File: src/rtl/byte_mem_pkg.sv
// Shared types and helpers for the byte-serializing memory initiator.
// Holds the FSM/op enums and the next-enabled-byte search.
package byte_mem_pkg;

    localparam int BYTES_PER_WORD = 4;

    typedef enum logic [1:0] {
        IDLE,
        ISSUE,
        GAP,
        DONE
    } bm_state_e;

    typedef enum logic {
        READ,
        WRITE
    } bm_op_e;

    typedef struct packed {
        logic       valid;
        logic [1:0] idx;
    } bm_next_t;

    // Lowest enabled byte lane at or above start; start may be 4 (nothing left).
    function automatic bm_next_t next_enabled(input logic [BYTES_PER_WORD-1:0] en,
                                              input logic [2:0]                start);
        bm_next_t r;
        r = '{valid: 1'b0, idx: 2'd0};
        for (int i = BYTES_PER_WORD - 1; i >= 0; i--) begin
            if (en[i] && (3'(i) >= start)) begin
                r.valid = 1'b1;
                r.idx   = 2'(i);
            end
        end
        return r;
    endfunction

endpackage

File: src/rtl/byte_mem_initiator_if.sv
// Core-side word port plus byte-wide memory port of the initiator.
// master = the initiator itself, slave = core stub / byte memory responder.
interface byte_mem_initiator_if;
    import byte_mem_pkg::*;

    logic                      req_read;
    logic                      req_write;
    logic [31:0]               req_addr;
    logic [31:0]               req_wdata;
    logic [BYTES_PER_WORD-1:0] req_wmask;
    logic                      req_ready;
    logic                      rsp_valid;
    logic [31:0]               rsp_rdata;
    logic                      rsp_err;

    logic                      mem_read;
    logic                      mem_write;
    logic [31:0]               mem_addr;
    logic [7:0]                mem_wdata;
    logic [7:0]                mem_rdata;
    logic                      mem_resp;

    modport master (
        input  req_read, req_write, req_addr, req_wdata, req_wmask,
        output req_ready, rsp_valid, rsp_rdata, rsp_err,
        output mem_read, mem_write, mem_addr, mem_wdata,
        input  mem_rdata, mem_resp
    );

    modport slave (
        output req_read, req_write, req_addr, req_wdata, req_wmask,
        input  req_ready, rsp_valid, rsp_rdata, rsp_err,
        input  mem_read, mem_write, mem_addr, mem_wdata,
        output mem_rdata, mem_resp
    );

endinterface

File: src/rtl/bm_wait_timer.sv
// Saturating wait counter that flags when a byte strobe has waited TIMEOUT cycles.
module bm_wait_timer #(
    parameter int unsigned TIMEOUT = 255
) (
    input  logic clk,
    input  logic rst,
    input  logic clear,
    input  logic enable,
    output logic expired
);

    localparam int unsigned W = (TIMEOUT < 1) ? 1 : $clog2(TIMEOUT + 1);

    logic [W-1:0] count;

    // NOTE: sequential state uses non-blocking assignments so every flop samples pre-edge values.
    always_ff @(posedge clk or posedge rst) begin
        if (rst) begin
            count <= '0;
        end else if (clear) begin
            count <= '0;
        end else if (enable && !expired) begin
            count <= count + W'(1);
        end
    end

    assign expired = (count == W'(TIMEOUT));

endmodule

File: src/rtl/byte_mem_initiator.sv
// Serializes 32-bit word requests into strobe/resp byte accesses and
// reassembles read bytes into a word, with a per-byte timeout abort.
module byte_mem_initiator
    import byte_mem_pkg::*;
#(
    parameter int unsigned TIMEOUT = 255
) (
    input  logic                 clk,
    input  logic                 rst,
    byte_mem_initiator_if.master bus
);

    bm_state_e                 state, state_n;
    bm_op_e                    op_q, op_n;
    logic [31:0]               addr_q, addr_n;
    logic [31:0]               wdata_q, wdata_n;
    logic [BYTES_PER_WORD-1:0] en_q, en_n;
    logic [1:0]                idx_q, idx_n;
    logic                      err_q;
    logic                      ready;
    logic                      accept;
    logic                      capture;
    logic                      timeout_hit;
    logic                      expired;
    bm_next_t                  first, rest;

    bm_wait_timer #(.TIMEOUT(TIMEOUT)) u_timer (
        .clk     (clk),
        .rst     (rst),
        .clear   (state != ISSUE),
        .enable  (state == ISSUE),
        .expired (expired)
    );

    // A lingering resp from the previous byte must settle before a new word starts.
    assign ready         = (state == IDLE) && !bus.mem_resp;
    assign bus.req_ready = ready;
    assign bus.rsp_valid = (state == DONE);
    assign bus.rsp_err   = (state == DONE) && err_q;

    always_comb begin
        // NOTE: every always_comb output gets a default first so no path infers a latch.
        state_n     = state;
        op_n        = op_q;
        addr_n      = addr_q;
        wdata_n     = wdata_q;
        en_n        = en_q;
        idx_n       = idx_q;
        accept      = 1'b0;
        capture     = 1'b0;
        timeout_hit = 1'b0;
        first       = next_enabled(bus.req_read ? 4'hF : bus.req_wmask, 3'd0);
        rest        = next_enabled(en_q, {1'b0, idx_q} + 3'd1);

        case (state)
            IDLE: begin
                if (ready && (bus.req_read || bus.req_write)) begin
                    accept  = 1'b1;
                    op_n    = bus.req_read ? READ : WRITE;
                    addr_n  = bus.req_addr & 32'hFFFF_FFFC;
                    wdata_n = bus.req_wdata;
                    en_n    = bus.req_read ? 4'hF : bus.req_wmask;
                    idx_n   = first.idx;
                    state_n = first.valid ? ISSUE : DONE;
                end
            end
            ISSUE: begin
                if (bus.mem_resp) begin
                    capture = (op_q == READ);
                    state_n = rest.valid ? GAP : DONE;
                end else if (expired) begin
                    timeout_hit = 1'b1;
                    state_n     = DONE;
                end
            end
            GAP: begin
                if (!bus.mem_resp) begin
                    idx_n   = rest.idx;
                    state_n = ISSUE;
                end
            end
            DONE:    state_n = IDLE;
            default: state_n = IDLE;
        endcase
    end

    always_ff @(posedge clk or posedge rst) begin
        if (rst) begin
            state <= IDLE;
        end else begin
            state <= state_n;
        end
    end

    // Strobe, address and write byte are registered from the next state so
    // they stay constant for the whole ISSUE stay.
    always_ff @(posedge clk or posedge rst) begin
        if (rst) begin
            op_q          <= READ;
            addr_q        <= '0;
            wdata_q       <= '0;
            en_q          <= '0;
            idx_q         <= '0;
            err_q         <= 1'b0;
            bus.rsp_rdata <= '0;
            bus.mem_read  <= 1'b0;
            bus.mem_write <= 1'b0;
            bus.mem_addr  <= '0;
            bus.mem_wdata <= '0;
        end else begin
            op_q    <= op_n;
            addr_q  <= addr_n;
            wdata_q <= wdata_n;
            en_q    <= en_n;
            idx_q   <= idx_n;

            if (accept) begin
                err_q <= 1'b0;
            end else if (timeout_hit) begin
                err_q <= 1'b1;
            end

            if (accept) begin
                bus.rsp_rdata <= '0;
            end else if (capture) begin
                bus.rsp_rdata[8*idx_q +: 8] <= bus.mem_rdata;
            end

            bus.mem_read  <= (state_n == ISSUE) && (op_n == READ);
            bus.mem_write <= (state_n == ISSUE) && (op_n == WRITE);
            bus.mem_addr  <= (state_n == ISSUE) ? addr_n + 32'(idx_n) : '0;
            bus.mem_wdata <= ((state_n == ISSUE) && (op_n == WRITE)) ? wdata_n[8*idx_n +: 8] : '0;
        end
    end

    a_one_strobe: assert property (@(posedge clk) disable iff (rst)
        !(bus.mem_read && bus.mem_write));

    a_rsp_pulse: assert property (@(posedge clk) disable iff (rst)
        bus.rsp_valid |=> !bus.rsp_valid);

    a_issue_stable: assert property (@(posedge clk) disable iff (rst)
        (state == ISSUE && state_n == ISSUE) |=> $stable(bus.mem_addr) && (bus.mem_read || bus.mem_write));

endmodule

File: src/flat_wrapper.sv
// flat-port wrapper written by rule: the top's interface ports become plain ports
module byte_mem_initiator_flat import byte_mem_pkg::*;
#(
    parameter int unsigned TIMEOUT = 255
)
  (clk, rst, bus_req_read, bus_req_write, bus_req_addr, bus_req_wdata, bus_req_wmask, bus_req_ready, bus_rsp_valid, bus_rsp_rdata, bus_rsp_err, bus_mem_read, bus_mem_write, bus_mem_addr, bus_mem_wdata, bus_mem_rdata, bus_mem_resp);
  byte_mem_initiator_if bus_i ();
  input  logic clk;
  input  logic rst;
  input wire logic [$bits(bus_i.req_read)-1:0] bus_req_read;
  input wire logic [$bits(bus_i.req_write)-1:0] bus_req_write;
  input wire logic [$bits(bus_i.req_addr)-1:0] bus_req_addr;
  input wire logic [$bits(bus_i.req_wdata)-1:0] bus_req_wdata;
  input wire logic [$bits(bus_i.req_wmask)-1:0] bus_req_wmask;
  output wire logic [$bits(bus_i.req_ready)-1:0] bus_req_ready;
  output wire logic [$bits(bus_i.rsp_valid)-1:0] bus_rsp_valid;
  output wire logic [$bits(bus_i.rsp_rdata)-1:0] bus_rsp_rdata;
  output wire logic [$bits(bus_i.rsp_err)-1:0] bus_rsp_err;
  output wire logic [$bits(bus_i.mem_read)-1:0] bus_mem_read;
  output wire logic [$bits(bus_i.mem_write)-1:0] bus_mem_write;
  output wire logic [$bits(bus_i.mem_addr)-1:0] bus_mem_addr;
  output wire logic [$bits(bus_i.mem_wdata)-1:0] bus_mem_wdata;
  input wire logic [$bits(bus_i.mem_rdata)-1:0] bus_mem_rdata;
  input wire logic [$bits(bus_i.mem_resp)-1:0] bus_mem_resp;
  assign bus_i.req_read = bus_req_read;
  assign bus_i.req_write = bus_req_write;
  assign bus_i.req_addr = bus_req_addr;
  assign bus_i.req_wdata = bus_req_wdata;
  assign bus_i.req_wmask = bus_req_wmask;
  assign bus_req_ready = bus_i.req_ready;
  assign bus_rsp_valid = bus_i.rsp_valid;
  assign bus_rsp_rdata = bus_i.rsp_rdata;
  assign bus_rsp_err = bus_i.rsp_err;
  assign bus_mem_read = bus_i.mem_read;
  assign bus_mem_write = bus_i.mem_write;
  assign bus_mem_addr = bus_i.mem_addr;
  assign bus_mem_wdata = bus_i.mem_wdata;
  assign bus_i.mem_rdata = bus_mem_rdata;
  assign bus_i.mem_resp = bus_mem_resp;
  byte_mem_initiator #(.TIMEOUT(TIMEOUT)) u_core (.clk(clk), .rst(rst), .bus(bus_i));
endmodule
File: config.mk
export PLATFORM = sky130hd
export DESIGN_NAME = byte_mem_initiator_flat
export DESIGN_NICKNAME = d
export VERILOG_FILES = /design/src/rtl/byte_mem_pkg.sv /design/src/rtl/byte_mem_initiator_if.sv /design/src/rtl/bm_wait_timer.sv /design/src/rtl/byte_mem_initiator.sv /design/src/flat_wrapper.sv
export SDC_FILE = /design/constraint.sdc
export NUM_CORES = 1
export LEC_CHECK = 0
export ABC_AREA = 1
export BUFFER_PORTS_ARGS = -buffer_cell sky130_fd_sc_hd__buf_2
export CORE_ASPECT_RATIO = 0.7
export CORE_MARGIN = 2
export CORE_UTILIZATION = 50
export CTS_CLUSTER_DIAMETER = 200
export DETAILED_ROUTE_END_ITERATION = 7
export PLACE_DENSITY = 0.78
export SYNTH_ARGS = -nofsm -noshare
export SYNTH_HDL_FRONTEND = slang
export SYNTH_SLANG_ARGS = --single-unit
File: constraint.sdc
create_clock -name clk -period 11.1 [get_ports clk]
set_input_delay 2.22 -clock clk [delete_from_list [all_inputs] [get_ports clk]]
set_output_delay 2.22 -clock clk [all_outputs]
set_load 0.03 [all_outputs]
[Word level (Yosys, flattened, before mapping)]
Cells that the tools add are included.
Word-level totals
  bits in registers: 156
  bits of input ports: 81
  bits in writable memories: 0
  bits in latches: 0
  output and inout port bits: 77
  memories kept: 0
  memory bits (read-only): 0
  word-level logic and storage cells: 92
Cells by class
  reduce and logical (&&, ||, !) cells: 18
  div/mod/pow operators: 0
  $mul: 0
  add/subtract/negate cells: 4
  equality and inequality tests: 6
  shift operators: 3
  order comparisons: 4
  bitwise operators: 2
  multiplexer cells: 42
Operators by type and width (number)
  $mux W32: 7
  $neg A5 Y34: 1
  $shift A8 B34 Y32 const A: 1
  $shiftx A8 B34 Y32: 1
  $add A32 B2 Y32: 1
  $bwmux W32: 1
  $shiftx A32 B6 Y8: 1
  $mux W3: 8
  $mux W8: 3
  $mux W2: 7
  $mux W1: 13
  $logic_and A1 B1 Y1: 10
  $add A8 B1 Y8 const B: 1
  $eq A8 B8 Y1 const B: 1
  $pmux W2 S4: 1
  $ge A1 B3 Y1 const A: 2
  $ge A2 B3 Y1 const A: 2
  $reduce_bool A2 Y1: 3
  $eq A2 B1 Y1 const B: 2
  $eq A2 B2 Y1 const B: 2
  $mux W4: 1
  $pmux W2 S2: 1
  $add A2 B1 Y3 const B: 1
  $logic_not A1 Y1: 2
  other kinds (5): 6

[Longest topological paths before layout]
  word-level depth: 13
  depth in mapped cells: 22
  mapped depth without buffers: 21

[Modules after synthesis]
Synthesis repeated with hierarchy kept, for this count alone.
Unflattened totals
  cell total of the unflattened synthesis: 970
  area total of the unflattened synthesis: 7673.6 um2
By module, submodules not included
  byte_mem_initiator: instances 1, area an instance 7166.9 um2, cells an instance 901, seq. area each 3703.6 um2
  bm_wait_timer: instances 1, area an instance 506.7 um2, cells an instance 69, seq. area each 200.2 um2

[Worst setup path after synthesis]
No wires, ideal clock.
  kind: in2out
  start point: input bus_mem_resp
  end point: output bus_req_ready
  path slack: 6.303 ns
  cell stages on the path: 3
  arrival: 2.577 ns
  required time: 8.880 ns
  path buffers: 0
  path through: inv_1 nand2_2 inv_1
Between the ends
  cells in the longest elaborated chain, start to end: 2
Ends and longest elaborated chain
  start, declared: RTL line flat_wrapper.sv:24  | input wire logic [$bits(bus_i.mem_resp)-1:0] bus_mem_resp;
  $logic_not A1 Y1: RTL line byte_mem_initiator.sv:36  | assign ready = (state == IDLE) && !bus.mem_resp;
  $logic_and A1 B1 Y1: RTL line byte_mem_initiator.sv:36
  end, declared: RTL line flat_wrapper.sv:15  | output wire logic [$bits(bus_i.req_ready)-1:0] bus_req_ready;
Every way passes these cells.

[Worst setup path after layout]
  start point: input bus_req_read
  end point: register u_core.bus.mem_addr[18]
Between the ends
  elaborated cells on any way between the ends: 17
  those cells by class: add/sub: 1; eq/ne: 1; mux: 13; reduce/logical: 2
RTL lines
  start, declared: RTL line flat_wrapper.sv:10  | input wire logic [$bits(bus_i.req_read)-1:0] bus_req_read;
  $mux W4: RTL line byte_mem_initiator.sv:52  | first = next_enabled(bus.req_read ? 4'hF : bus.req_wmask, 3'd0);
  $mux W3 (4 in a row): RTL line byte_mem_pkg.sv:30  | if (en[i] && (3'(i) >= start)) begin
  $mux W2 (*): RTL line byte_mem_initiator.sv:57  | if (ready && (bus.req_read || bus.req_write)) begin
  $pmux W2 S2 (*): RTL line byte_mem_initiator.sv:55  | case (state)
  net u_core.idx_n[0]: RTL line byte_mem_initiator.sv:18  | logic [1:0] idx_q, idx_n;
  $add A32 B2 Y32 (*): RTL line byte_mem_initiator.sv:131  | bus.mem_addr <= (state_n == ISSUE) ? addr_n + 32'(idx_n) : '0;
  $mux W32 (*): RTL line byte_mem_initiator.sv:131
  end signal, assigned: RTL line byte_mem_initiator.sv:131
  end, declared: RTL line byte_mem_initiator_if.sv:26  | output mem_read, mem_write, mem_addr, mem_wdata,
The timed path passes the listed nets; every way through them passes the cells marked *.
A chain may end at the register's enable or synchronous reset.

==> flow_summary.json <==
{
  "postSynthCellCount": 969,
  "ys_ff_latch": 156,
  "clock_sinks": 156,
  "synth-async-reset-ratio": 1.00,
  "routed-via-count": 6980,
  "h-tree-depth": 4,
  "yosysWarningCount": 0,
  "r2r_setup_slack_ps": 6690,
  "hold_viol": 0,
  "routed_wire_length_per_instance_um": 15.6,
  "first_iter_violations": 681,
  "synth_cell_types": 36,
  "nNetsFinal": 1207,
  "synth_area_um2": 7710,
  "grt_pass1_wl_um": 33700,
  "clkPwrFrac": 0.224,
  "fin_crit_sh": 0.517,
  "rsz0062_at_grt": "false",
  "reg2reg_depth": 19,
  "hp-class": "flop to flop",
  "p_seq_frac": 0.330,
  "fin_worst_skew_ps": 11.0,
  "grt_max_degree": 82,
  "dieArea_um2": 16500,
  "cts_setup_buffers": 0,
  "cts_hold_buf": 0,
  "peakVddDrop_uv": 124,
  "wl_met3_um": 1740,
  "synthFlopType": "dfrtp_1",
  "drv_cap": 0,
  "end_kind": "flop",
  "wl_met2_um": 8500,
  "cp-start-kind": "primary input",
  "multi_input_area_um2": 3220,
  "final_layout_size_suffix_gt1_frac": 0.229,
  "grt_util_all_layers": 0.259,
  "row_count": 37,
  "outcome": "complete, no violations",
  "fill_cells": 1347,
  "gp_congestion": 0.955,
  "highest_layer": "met4",
  "max_freq_mhz": 174,
  "start_util": 0.517,
  "yosysTopAreaCellShare": 0.506,
  "worstSkewPairLatency_ps": 420,
  "crit_required_ps": 11450,
  "firstDrtPassIters": 7,
  "port_buffers": 155,
  "antenna_found_initial": 0,
  "cts_tree": "yes",
  "finalMaxSlewViolations": 0,
  "ant_nets": 0,
  "ys_seq_area_frac": 0.506,
  "setup_viol": 0,
  "p_int_uw": 1410,
  "totalWireLength_um": 20600,
  "whs_path_depth": 2,
  "p_leak_uw": 0.00469,
  "fin_crit_ps": 5740,
  "hold_start": "u_core.addr_q[0]",
  "place_area_um2": 8610,
  "whs_endpoint": "u_core.addr_q[0]",
  "avgSynthCellArea_um2": 7.96,
  "p_sw_uw": 1150,
  "synthTopCellsByArea": "dfrtp_1, nand2_1, inv_1, nor2_1, nand3_1",
  "route.detailed.drc": 0,
  "hpwl_um": 14500,
  "clock_path_buffers": 2,
  "grt_pass1_vias": 6504,
  "synth_area_leader_cell": "dfrtp_1",
  "n_antenna_cell": 0,
  "post_cts_resized": 0,
  "syn_nets": 1061,
  "clk_pin_slew_worst_paths_ps": 70,
  "die_y_um": 108,
  "synth_edf_count": 0,
  "design_power_total_uw": 2560,
  "wl_met1_um": 10100,
  "yosysMostFrequentCell": "nand2_1",
  "tightest_slew_ps": 955,
  "vias_per_cell": 5.28,
  "core_area_um2": 14900,
  "ys_top_cells_by_count": "nand2_1, dfrtp_1, inv_1",
  "slew_headroom": 0.363,
  "swShare": 0.448,
  "dieWidth_um": 152,
  "cts_buffers": 17,
  "power_frac_comb": 0.446,
  "postLayoutCellArea_um2": 9190,
  "seqCellArea_um2": 3900,
  "timing.rr.start": "u_core.state[1]",
  "cts_root_buf": "clkbuf_16",
  "ios": 158,
  "synthToLayoutAreaGrowth_pct": 19.1,
  "cp_data_arrival_time_ps": 6090,
  "worstPathMaxFanout": 34,
  "powerDensity_nw_per_um2": 279,
  "fin_util": 0.616,
  "fin_hold_ws_ps": 476,
  "fin_setup_tns_ps": 0,
  "critical_path_class": "primary input to flop",
  "overflow": 0,
  "regToRegEndpoint": "u_core.bus.mem_addr[18]"
}
-- flip-flops by register name, indices dropped and copies added (netlist names) --
name                  flops
u_core.state              2
u_core.addr_q            32
u_core.u_timer.count      8
u_core.bus.mem_addr      32
u_core.bus.mem_write      1
u_core.en_q               4
u_core.bus.mem_wdata      8
u_core.bus.mem_read       1
u_core.idx_q              2
u_core.op_q               1
u_core.wdata_q           32
u_core.err_q              1
u_core.bus.rsp_rdata     32
-- metal layers --
layer	up-vias	GRT usage
met5	-	0
met4	0	0.0655
met3	20	0.0608
met2	285	0.358
met1	3291	0.409
li1	3384	-
-- logic make-up (layout without fill, tap and decap cells) --
group,Yosys count,after routing,share of synthesized area
AOI/OAI and AO/OA,118,118,0.0845
xor gates and xnor gates,4,4,0.00454
adders and majority gates,11,11,0.0188
buffers and inverters,145,304,0.0770
DFF,156,156,0.506
and+or+nand+nor,535,535,0.309
-- critical path: stages --
cell and delay [ps]:
buf_2 120, inv_1 60, nand2_2 430, nand3_4 480, nand2_1 170, nand2_1 60
nand2_1 60, nand2_1 60, nand2_2 280, nand2_2 300, inv_1 160, ha_1 180
inv_1 50, fa_1 470, inv_1 110, nand3_1 240, nor2_4 280, nand2_1 100
nand2_1 70, nand2_1 40, nor2_1 90
-- how the worst max path moves through the flow --
stage	startpoint	end	slack, ps	depth (start not counted)
after floorplan	rst	u_core.addr_q[0]	4670	1
after global placement	bus_req_read	u_core.bus.mem_addr[18]	5010	21
after detailed placement	bus_req_read	u_core.bus.mem_addr[18]	5000	20
after CTS	bus_req_read	u_core.bus.mem_addr[18]	5420	21
after global routing	bus_req_read	u_core.bus.mem_addr[18]	4900	20
final	bus_req_read	u_core.bus.mem_addr[18]	5360	21
-- stage by stage --
stage               cells  worst slack (ps)
finish               1323              5360
global route         1323              4900
CTS                  1323              5420
detailed placement   1291              5000
global placement     1291              5010
floorplan             969              4670
-- cell usage in the layout, fill, tap and decap left out, types with 7 or more instances in the layout --
| cell | n |
|---|---|
| nor3_1 | 10 |
| ha_1 | 10 |
| nand4_1 | 24 |
| nor2_1 | 106 |
| o21ai_0 | 70 |
| inv_1 | 106 |
| nand2_1 | 255 |
| or2_2 | 33 |
| o22ai_1 | 8 |
| nand3_1 | 78 |
| nand2_2 | 13 |
| dfrtp_1 | 156 |
| a21oi_1 | 29 |
| clkbuf_16 | 17 |
| nor2_4 | 7 |
| buf_2 | 155 |
-- cell type report --
| class | instances | area share |
|---|---|---|
| timing repair buffer | 160 | 0.0885 |
| clock buffer | 17 | 0.0463 |
| tap | 195 | 0.0266 |
| clock inverter | 15 | 0.0167 |
| sequential | 156 | 0.425 |
| multi-input combinational | 668 | 0.351 |
| inverter | 112 | 0.0463 |
-- power by group through the flow --
stage / Clock, µW / Sequential [µW] / Combinational [µW]
2_1_floorplan: 0 / 1010 / 672
3_3_place_gp: 0 / 848 / 1100
3_5_place_dp: 0 / 856 / 1120
4_1_cts: 583 / 847 / 1140
5_1_grt: 607 / 870 / 1270
6_report: 573 / 847 / 1140
(Power assumes the default switching activity.)
